File: config.mk
export PLATFORM = sky130hd
export DESIGN_NAME = cv_sp_fetch_flat
export DESIGN_NICKNAME = d
export VERILOG_FILES = /design/src/rtl/cv_sp_fetch_if.sv /design/src/rtl/cv_sp_fetch.sv /design/src/flat_wrapper.sv
export SDC_FILE = /design/constraint.sdc
export NUM_CORES = 1
export LEC_CHECK = 0
export BUFFER_PORTS_ARGS = -buffer_cell sky130_fd_sc_hd__buf_2
export CAP_MARGIN = 5
export CORE_MARGIN = 2
export CORE_UTILIZATION = 52
export CTS_BUF_LIST = sky130_fd_sc_hd__clkbuf_16
export DETAILED_ROUTE_END_ITERATION = 10
export PLACE_DENSITY = 0.85
export SYNTH_ARGS = -nofsm -noshare
export SYNTH_HDL_FRONTEND = slang
export SYNTH_SLANG_ARGS = --single-unit
File: constraint.sdc
create_clock -name clk -period 5.8 [get_ports clk]
set_clock_uncertainty 0.05 [all_clocks]
set_input_delay 0 -clock clk [delete_from_list [all_inputs] [get_ports clk]]
set_output_delay 0 -clock clk [all_outputs]
set_load 0.05 [all_outputs]
File: src/rtl/cv_sp_fetch_if.sv
// Memory-side bus bundle for cv_sp_fetch: scan-list, attribute and pattern read ports,
// plus the line-buffer write port.
interface cv_sp_fetch_if;
  logic [9:0]  sch_addr;
  logic        sch_ren;
  logic [9:0]  sch_din;
  logic [9:0]  p_addr;
  logic        p_ren;
  logic [63:0] p_din;
  logic [13:0] pat_addr;
  logic        pat_ren;
  logic [15:0] pat_din;
  logic [9:0]  lb_addr;
  logic        lb_wen;
  logic [3:0]  lb_wrdata;

  modport master (
    output sch_addr, sch_ren, input sch_din,
    output p_addr, p_ren, input p_din,
    output pat_addr, pat_ren, input pat_din,
    output lb_addr, lb_wen, lb_wrdata
  );

  modport slave (
    input sch_addr, sch_ren, output sch_din,
    input p_addr, p_ren, output p_din,
    input pat_addr, pat_ren, output pat_din,
    input lb_addr, lb_wen, lb_wrdata
  );
endinterface

File: src/rtl/cv_sp_fetch.sv
// Sprite line fetch: walks the scan list, reads attributes and pattern rows, and paints one
// 16-pixel sprite row per entry into the line buffer. Option macro: CV_SP_FETCH_LIMIT_EN.
module cv_sp_fetch (
  input  logic        clk,
  input  logic        reset,
  input  logic        cs,
  input  logic [9:0]  v_count,
  input  logic        search_end,
  input  logic [10:0] search_count,
  cv_sp_fetch_if.master mem,
  output logic        fetch_end,
  output logic        sp_overflow
);

  typedef enum logic [2:0] {
    StIdle, StRdSch, StRdAttr, StRdPat, StLoad, StDraw, StDone
  } state_e;

  state_e      r_state, w_state_nxt;
  logic [10:0] r_idx;
  logic [10:0] r_n;
  logic [3:0]  r_px;
  logic [9:0]  r_x;
  logic [3:0]  r_color;
  logic [15:0] r_pat;

  logic [10:0] w_n_eff;
  logic        w_ovf_set;
  logic [10:0] w_idx_inc;
  logic [10:0] w_diff;
  logic [10:0] w_s;
  logic        w_pix;
  logic        w_unused_bits;

  logic [9:0]  w_sch_addr, w_p_addr, w_lb_addr;
  logic        w_sch_ren, w_p_ren, w_pat_ren, w_lb_wen, w_fetch_end;
  logic [13:0] w_pat_addr;
  logic [3:0]  w_lb_wrdata;

`ifdef CV_SP_FETCH_LIMIT_EN
  assign w_n_eff   = (search_count > 11'd16) ? 11'd16 : search_count;
  assign w_ovf_set = (search_count > 11'd16);
`else
  assign w_n_eff   = search_count;
  assign w_ovf_set = 1'b0;
`endif

  assign w_idx_inc = r_idx + 11'd1;
  // Sprite row within the 16-line pattern; wraps modulo 2048 like the Y compare upstream.
  assign w_diff    = {1'b0, v_count} - mem.p_din[10:0];
  assign w_s       = {1'b0, r_x} + {7'd0, r_px};
  assign w_pix     = r_pat[4'd15 - r_px];

  assign w_unused_bits = ^{mem.p_din[63:52], mem.p_din[47:42], mem.p_din[31:26],
                           mem.p_din[15:11], w_diff[10:4]};

  always_ff @(posedge clk or posedge reset) begin
    if (reset) begin
      r_state <= StIdle;
    end else begin
      r_state <= w_state_nxt;
    end
  end

  always_comb begin
    w_state_nxt = r_state;
    w_sch_ren   = 1'b0;
    w_sch_addr  = '0;
    w_p_ren     = 1'b0;
    w_p_addr    = '0;
    w_pat_ren   = 1'b0;
    w_pat_addr  = '0;
    w_lb_wen    = 1'b0;
    w_lb_addr   = '0;
    w_lb_wrdata = '0;
    w_fetch_end = 1'b0;
    case (r_state)
      StIdle: begin
        if (search_end) begin
          w_state_nxt = (w_n_eff == 11'd0) ? StDone : StRdSch;
        end
      end
      StRdSch: begin
        w_sch_ren   = 1'b1;
        w_sch_addr  = r_idx[9:0];
        w_state_nxt = StRdAttr;
      end
      StRdAttr: begin
        w_p_ren     = 1'b1;
        w_p_addr    = mem.sch_din;
        w_state_nxt = StRdPat;
      end
      StRdPat: begin
        w_pat_ren   = 1'b1;
        w_pat_addr  = {mem.p_din[41:32], w_diff[3:0]};
        w_state_nxt = StLoad;
      end
      StLoad: begin
        w_state_nxt = StDraw;
      end
      StDraw: begin
        // Pixels landing past the right edge are dropped rather than wrapped.
        w_lb_wen    = w_pix & ~w_s[10];
        w_lb_addr   = w_s[9:0];
        w_lb_wrdata = r_color;
        if (r_px == 4'd15) begin
          w_state_nxt = (w_idx_inc == r_n) ? StDone : StRdSch;
        end
      end
      StDone: begin
        w_fetch_end = 1'b1;
      end
      default: begin
        w_state_nxt = StIdle;
      end
    endcase
    if (!cs) begin
      w_state_nxt = StIdle;
    end
  end

  always_ff @(posedge clk or posedge reset) begin
    if (reset) begin
      r_idx   <= '0;
      r_n     <= '0;
      r_px    <= '0;
      r_x     <= '0;
      r_color <= '0;
      r_pat   <= '0;
    end else if (!cs) begin
      r_idx <= '0;
      r_px  <= '0;
    end else begin
      case (r_state)
        StIdle: begin
          if (search_end) begin
            r_n   <= w_n_eff;
            r_idx <= '0;
          end
        end
        StRdPat: begin
          r_x     <= mem.p_din[25:16];
          r_color <= mem.p_din[51:48];
        end
        StLoad: begin
          r_pat <= mem.pat_din;
          r_px  <= '0;
        end
        StDraw: begin
          r_px <= r_px + 4'd1;
          if (r_px == 4'd15) begin
            r_idx <= w_idx_inc;
          end
        end
        default: ;
      endcase
    end
  end

`ifdef CV_SP_FETCH_LIMIT_EN
  logic r_ovf;

  always_ff @(posedge clk or posedge reset) begin
    if (reset) begin
      r_ovf <= 1'b0;
    end else if (!cs) begin
      r_ovf <= 1'b0;
    end else if (r_state == StIdle && search_end) begin
      r_ovf <= w_ovf_set;
    end
  end

  assign sp_overflow = r_ovf;
`else
  assign sp_overflow = w_ovf_set;
`endif

  assign mem.sch_addr  = w_sch_addr;
  assign mem.sch_ren   = w_sch_ren;
  assign mem.p_addr    = w_p_addr;
  assign mem.p_ren     = w_p_ren;
  assign mem.pat_addr  = w_pat_addr;
  assign mem.pat_ren   = w_pat_ren;
  assign mem.lb_addr   = w_lb_addr;
  assign mem.lb_wen    = w_lb_wen;
  assign mem.lb_wrdata = w_lb_wrdata;
  assign fetch_end     = w_fetch_end;

endmodule

File: src/flat_wrapper.sv
// flat-port wrapper written by rule: the top's interface ports become plain ports
module cv_sp_fetch_flat 
  (clk, reset, cs, v_count, search_end, search_count, fetch_end, sp_overflow, mem_sch_addr, mem_sch_ren, mem_sch_din, mem_p_addr, mem_p_ren, mem_p_din, mem_pat_addr, mem_pat_ren, mem_pat_din, mem_lb_addr, mem_lb_wen, mem_lb_wrdata);
  cv_sp_fetch_if mem_i ();
  input  logic clk;
  input  logic reset;
  input  logic cs;
  input  logic [9:0] v_count;
  input  logic search_end;
  input  logic [10:0] search_count;
  output logic fetch_end;
  output logic sp_overflow;
  output wire logic [$bits(mem_i.sch_addr)-1:0] mem_sch_addr;
  output wire logic [$bits(mem_i.sch_ren)-1:0] mem_sch_ren;
  input wire logic [$bits(mem_i.sch_din)-1:0] mem_sch_din;
  output wire logic [$bits(mem_i.p_addr)-1:0] mem_p_addr;
  output wire logic [$bits(mem_i.p_ren)-1:0] mem_p_ren;
  input wire logic [$bits(mem_i.p_din)-1:0] mem_p_din;
  output wire logic [$bits(mem_i.pat_addr)-1:0] mem_pat_addr;
  output wire logic [$bits(mem_i.pat_ren)-1:0] mem_pat_ren;
  input wire logic [$bits(mem_i.pat_din)-1:0] mem_pat_din;
  output wire logic [$bits(mem_i.lb_addr)-1:0] mem_lb_addr;
  output wire logic [$bits(mem_i.lb_wen)-1:0] mem_lb_wen;
  output wire logic [$bits(mem_i.lb_wrdata)-1:0] mem_lb_wrdata;
  assign mem_sch_addr = mem_i.sch_addr;
  assign mem_sch_ren = mem_i.sch_ren;
  assign mem_i.sch_din = mem_sch_din;
  assign mem_p_addr = mem_i.p_addr;
  assign mem_p_ren = mem_i.p_ren;
  assign mem_i.p_din = mem_p_din;
  assign mem_pat_addr = mem_i.pat_addr;
  assign mem_pat_ren = mem_i.pat_ren;
  assign mem_i.pat_din = mem_pat_din;
  assign mem_lb_addr = mem_i.lb_addr;
  assign mem_lb_wen = mem_i.lb_wen;
  assign mem_lb_wrdata = mem_i.lb_wrdata;
  cv_sp_fetch u_core (.clk(clk), .reset(reset), .cs(cs), .v_count(v_count), .search_end(search_end), .search_count(search_count), .mem(mem_i), .fetch_end(fetch_end), .sp_overflow(sp_overflow));
endmodule
; Word-level counts from Yosys, hierarchy flattened
; Cells that the tools add are included.
[word_totals]
out_inout_bits = 54
regBits = 59
input_bits = 115
[op_classes]
mux = 24
n_addsub = 5
n_eq_ne = 13
order_cmp = 1
n_reduce_logical = 7
bitwise = 2
[ops]
columns = op, count
row1 = $mux 11, 3
row2 = $mux 10, 3
row3 = $pmux 11 s2, 1
row4 = $pmux 3 s7, 1
row5 = $mux 3, 5
row6 = $mux 14, 1
row7 = $add 10x4->11, 1
row8 = $add 11x1->11 const B, 1
row9 = $eq 11x11->1, 1
row10 = $logic_not 11->1, 1
row11 = $eq 3x3->1 const B, 3
row12 = $reduce_and 3->1, 3
row13 = $mux 4, 2
row14 = $pmux 4 s2, 1
row15 = $eq 3x2->1 const B, 2
row16 = $mux 1, 6
row17 = $ne 3x1->1 const B, 2
row18 = $lt 4x5->1 const B, 1
row19 = $add 4x1->4 const B, 1
row20 = $bmux 1 s4, 1
row21 = $eq 4x4->1 const B, 1
row22 = $reduce_and 2->1, 2
row23 = $sub 4x4->4, 1
row24 = $sub 4x4->4 const A, 1
row25 = other kinds (7), 7

; Longest topological paths before layout
[depth]
word_depth = 6
ltp_mapped = 8

; Worst setup path before layout
; OpenSTA, ideal clock, no wires.
[synth_timing]
path_kind = register to output
start = reg u_core.r_px[0]
end = out mem_lb_addr[4]
arrival_ns = 2.459
setup_slack_ns = 3.291
stages_incl_launch_ff = 7
required_ns = 5.750
path_cell_list = dfrtp_1 > ha_1 > fa_1 > a21o_1 > a21oi_1 > nor2b_1 > nor3_1
[synth_between]
elab_chain_cells = 2
[synth_rtl]
columns = element, line
row1 = start: declaration, cv_sp_fetch.sv:22  ; logic [3:0] r_px;
row2 = start signal: assignment, cv_sp_fetch.sv:150  ; r_px <= r_px + 4'd1;
row3 = $add 10x4->11, cv_sp_fetch.sv:51  ; assign w_s = {1'b0, r_x} + {7'd0, r_px};
row4 = $mux 10, cv_sp_fetch.sv:77  ; case (r_state)
row5 = end: declaration, flat_wrapper.sv:22  ; output wire logic [$bits(mem_i.lb_addr)-1:0] mem_lb_addr;
; No other way between the ends.

; Worst setup path in the final report
[layout_timing]
start = reg u_core.r_state[0]
end = reg u_core.r_idx[9]
[layout_between]
elab_chain_cells = 3
elab_cells_between_ends = 8
classes_between = 4 x eq/ne / 2 x mux / 2 x reduce/logical
[layout_rtl]
columns = element, line
row1 = start: declaration, cv_sp_fetch.sv:19  ; state_e r_state, w_state_nxt;
row2 = start signal: assignment, cv_sp_fetch.sv:59  ; r_state <= StIdle;
row3 = start signal: assignment, cv_sp_fetch.sv:61  ; r_state <= w_state_nxt;
row4 = $eq 3x3->1 or $logic_not 3->1 (tied branches), cv_sp_fetch.sv:134  ; case (r_state)
row5 = "$ne 3x2->1 (no line), or another cell as far along", -
row6 = $reduce_and 3->1 (no line) or $mux 11 (tied branches), -
row7 = end signal: assignment, cv_sp_fetch.sv:152  ; r_idx <= w_idx_inc;
row8 = end: declaration, cv_sp_fetch.sv:20  ; logic [10:0] r_idx;
; Several ways; a longest one is shown, not always the timed one.
; A chain may end at the register's enable or synchronous reset.

==> reports/results.txt <==
Vias: 3444
Max-slew violations: 0
Flip-flop and latch count after synthesis: 59
DR vias/cell: 5.39
Largest family of logic cells by synthesized area: simple AND/OR/NAND/NOR gates
Required time of the worst setup path: 5940 ps
Multi-input logic area: 2140 µm²
Remaining design rule violation count: 0
Fraction of synthesized area in multiplexers: 15.4%
Residual antenna-violating net count after detailed routing: 0
Clock share of power: 32.8%
Number of sinks driven by the clock tree: 59
Drt initial violations: 251
Core footprint: 7180 µm²
Nature of the critical path startpoint: register
Share of the synthesized area in the top cell type: 38.8%
Most common flop cell mapped by yosys: sky130_fd_sc_hd__dfrtp_1
Final wirelength: 9570 µm
Final Hold Viols: 0
Detailed-routing iteration count for the pre-antenna-repair pass: 4
Total chip power: 0.00158 W
H-tree lvl count: 3
Sequential share of power: 40.9%
Clk Latency, worst-skew pair: 320 ps
Max-Slew Margin vs Limit: 23.0%
Cell type with the largest total area after synthesis: sky130_fd_sc_hd__dfrtp_1
Combinational fraction of design power: 26.3%
Post-synthesis share of cell area spent on xor and xnor gates: 5.53%
Wire length of the first global-routing pass: 15300 µm
Count of cells along the worst register-to-register path: 6
Cell at the slowest stage of the critical path: sky130_fd_sc_hd__dfrtp_1
Complex-gate fraction of the synthesized area: 9.84%
Total negative setup slack: 0 ps
Number of fill cells: 531
Grt total ovfl: 0
Cell at the root of the clock tree: sky130_fd_sc_hd__clkbuf_16
Yosys warnings: 0
Maximum VDD drop: 0.239 mV
Resize count post-CTS: 0
Cell Chain, Critical Path: and3b_1 -> a21oi_1 -> nand2_1 -> a21oi_1 -> o21ai_0 -> o31ai_1
Pwr Density: 308 nW/µm²
Switch Pwr: 0.000479 W
Post-Syn Nets: 505
HPWL after DPL: 6760 µm
Register Area: 1480 µm²
Hold Slack: 122 ps
Antenna violations before repair: 0
Worst setup path category: register to register
Cell seen most often among critical-path stages: sky130_fd_sc_hd__a21oi_1
Post-CTS clock slew at the launch and capture registers of the worst setup and hold paths: 50 ps
WP depth: 6
Post-Syn Area per Cell: 10.0 µm²
Largest buffer count on any clock path: 2
Boundary pin count: 169
Largest net degree at the start of global routing: 60
Tightest Pin Transition: 1150 ps
Ant diodes: 0
Number of global-route vias before repair: 3327
Part of the cycle the worst path needs: 45.5%
Cell area after synthesis: 3800 µm²
Count of different cell masters after synthesis: 55
Top cells by area in the synthesized netlist: sky130_fd_sc_hd__dfrtp_1 (39%), sky130_fd_sc_hd__mux2_2 (12%), sky130_fd_sc_hd__and2_1 (4.9%), sky130_fd_sc_hd__xnor2_1 (3.5%), sky130_fd_sc_hd__ha_1 (3.0%)
Number of maximum-capacitance constraint violations: 0
RSZ-0062 raised after global routing: false
FP Rows: 31
Routability Congestion: 0.885
Gate Count Post-Synth: 379
Number of nets in the final layout: 661
CP endpoint kind: register
Hold Path Depth: 5
Layout Area Growth over Synthesis: 34.9%
Internal power contribution: 0.00110 W
Die Area: 8010 µm²
Proportion of register bits with asynchronous set or reset after synthesis: 100%
Total setup violations reported at the end of the flow: 0
Crit path max-delay family: simple AND/OR/NAND/NOR gates
Share of cells above drive strength 1: 36.1%
Setup fix buffers added after clock tree synthesis: 0
Buffers and inverters on the worst path: 0
Maximum fanout along the worst path: 29
LEAKAGE: 2.50 nW
Critical Path Max Stage Delay: 870 ps
Die width: 89.5 µm
Average routed wire per standard cell: 15.0 µm
Fraction of the yosys area taken by sequential cells: 38.8%
Final min period: 2640 ps
Simple-gate area share of the yosys netlist: 21.3%
Count of input and output buffers: 125
Number of synthesized flops with an enable pin: 0
Clock tree from TritonCTS: done
Status: finished clean
WP data arrival: 2770 ps
Initial standard-cell utilization of the core: 53.0%
Post-Synth Adder-Cell Area: 4.01%
Height of the chip: 89.5 µm
All-layer global routing usage: 25.2%
Most frequent cells after synthesis: sky130_fd_sc_hd__dfrtp_1 (59), sky130_fd_sc_hd__mux2_2 (41), sky130_fd_sc_hd__and2_1 (30)
Number of buffers created by CTS: 9
Leading cell type by number of instances after synthesis: sky130_fd_sc_hd__dfrtp_1
Type of the tightest min-delay check: input port to register
Switching portion of total power: 30.4%
Max Clock Freq: 0.379 GHz
## area by class of cell
| type | count | share of cell area [%] |
|---|---|---|
| Clock buffer | 9 | 4.39 |
| Multi-Input combinational cell | 286 | 41.6 |
| Timing Repair Buffer | 169 | 20.7 |
| Inverter | 10 | 0.731 |
| Clock inverter | 7 | 1.34 |
| Sequential cell | 59 | 28.8 |
| Tap cell | 99 | 2.41 |
## flip-flops by register name, summed over array words and instances, names as in the netlist
register        count
u_core.r_color      4
u_core.r_idx       11
u_core.r_n         11
u_core.r_pat       16
u_core.r_px         4
u_core.r_state      3
u_core.r_x         10
## power by group through the flow
stage          logic, W  clock network [W]  registers [W]
6_report       0.000415           0.000518       0.000645
5_1_grt        0.000457           0.000549       0.000664
4_1_cts        0.000416           0.000531       0.000643
3_5_place_dp   0.000392                  0       0.000650
3_3_place_gp   0.000375                  0       0.000634
2_1_floorplan  0.000330                  0       0.000605
## worst min-delay path: stages
cell                      delay, ps
sky130_fd_sc_hd__buf_2          110
sky130_fd_sc_hd__a21oi_1         60
sky130_fd_sc_hd__o21ai_0        150
sky130_fd_sc_hd__nand2_1         60
sky130_fd_sc_hd__nand3_1         70
## worst paths after layout
kind                                    from                end  slack, ps
hold / removal                    search_end  u_core.r_state[2]        120
hold reg to reg            u_core.r_color[1]  u_core.r_color[1]        450
setup reg to reg           u_core.r_state[0]    u_core.r_idx[9]       3160
max in group asynchronous              reset    u_core.r_idx[0]       4830
min in group asynchronous              reset   u_core.r_pat[12]        400
setup / recovery           u_core.r_state[0]    u_core.r_idx[9]       3160
## metal layers
layer  global-route usage [%]  vias up  wire, µm
li1                         -     1660         -
met1                     30.6     1617      3950
met2                     44.6      153      4860
met3                     5.17       14       574
met4                     8.41        0       184
met5                        0        -         0
## logic make-up after synthesis
logic type,count (synthesis)
other,1
buffers and inverters,34
adders and majority gates,11
AOI/OAI and AO/OA,58
DFF,59
muxes,47
and+or+nand+nor,145
xor gates and xnor gates,24
## cells in the final DEF, fill, tap and decap left out, drive strengths merged, types with 5 or more instances in the layout
master       Yosys  routed
o31ai            6       6
and3            14      14
dfrtp           59      59
nand3           17      17
nor3             6       6
mux2            41      41
a21oi           13      13
nand2           22      22
nor2            26      26
clkbuf          15       9
xor2             9       9
mux4             5       5
ha               9       9
buf              9     126
inv             10      12
o21ai           20      20
and2            30      30
nor2b            7       7
dlygate4sd3      0      43
xnor2           15      15
## per-stage QoR
stage	area, µm²	setup slack [ps]	utilization [%]	std cells
2_1_floorplan	3800	3290	-	379
3_3_place_gp	4410	3270	61.4	580
3_5_place_dp	4410	3210	61.4	580
4_1_cts	5130	3160	71.5	639
5_1_grt	5130	2850	71.5	639
6_report	5130	3160	71.5	639
## repair_timing
item,in CTS,in global routing
endpoints found under the hold margin,105,0
hold buffers,43,0
endpoints found under the setup margin,0,0
No activity file was read; power rests on OpenSTA's default activity.
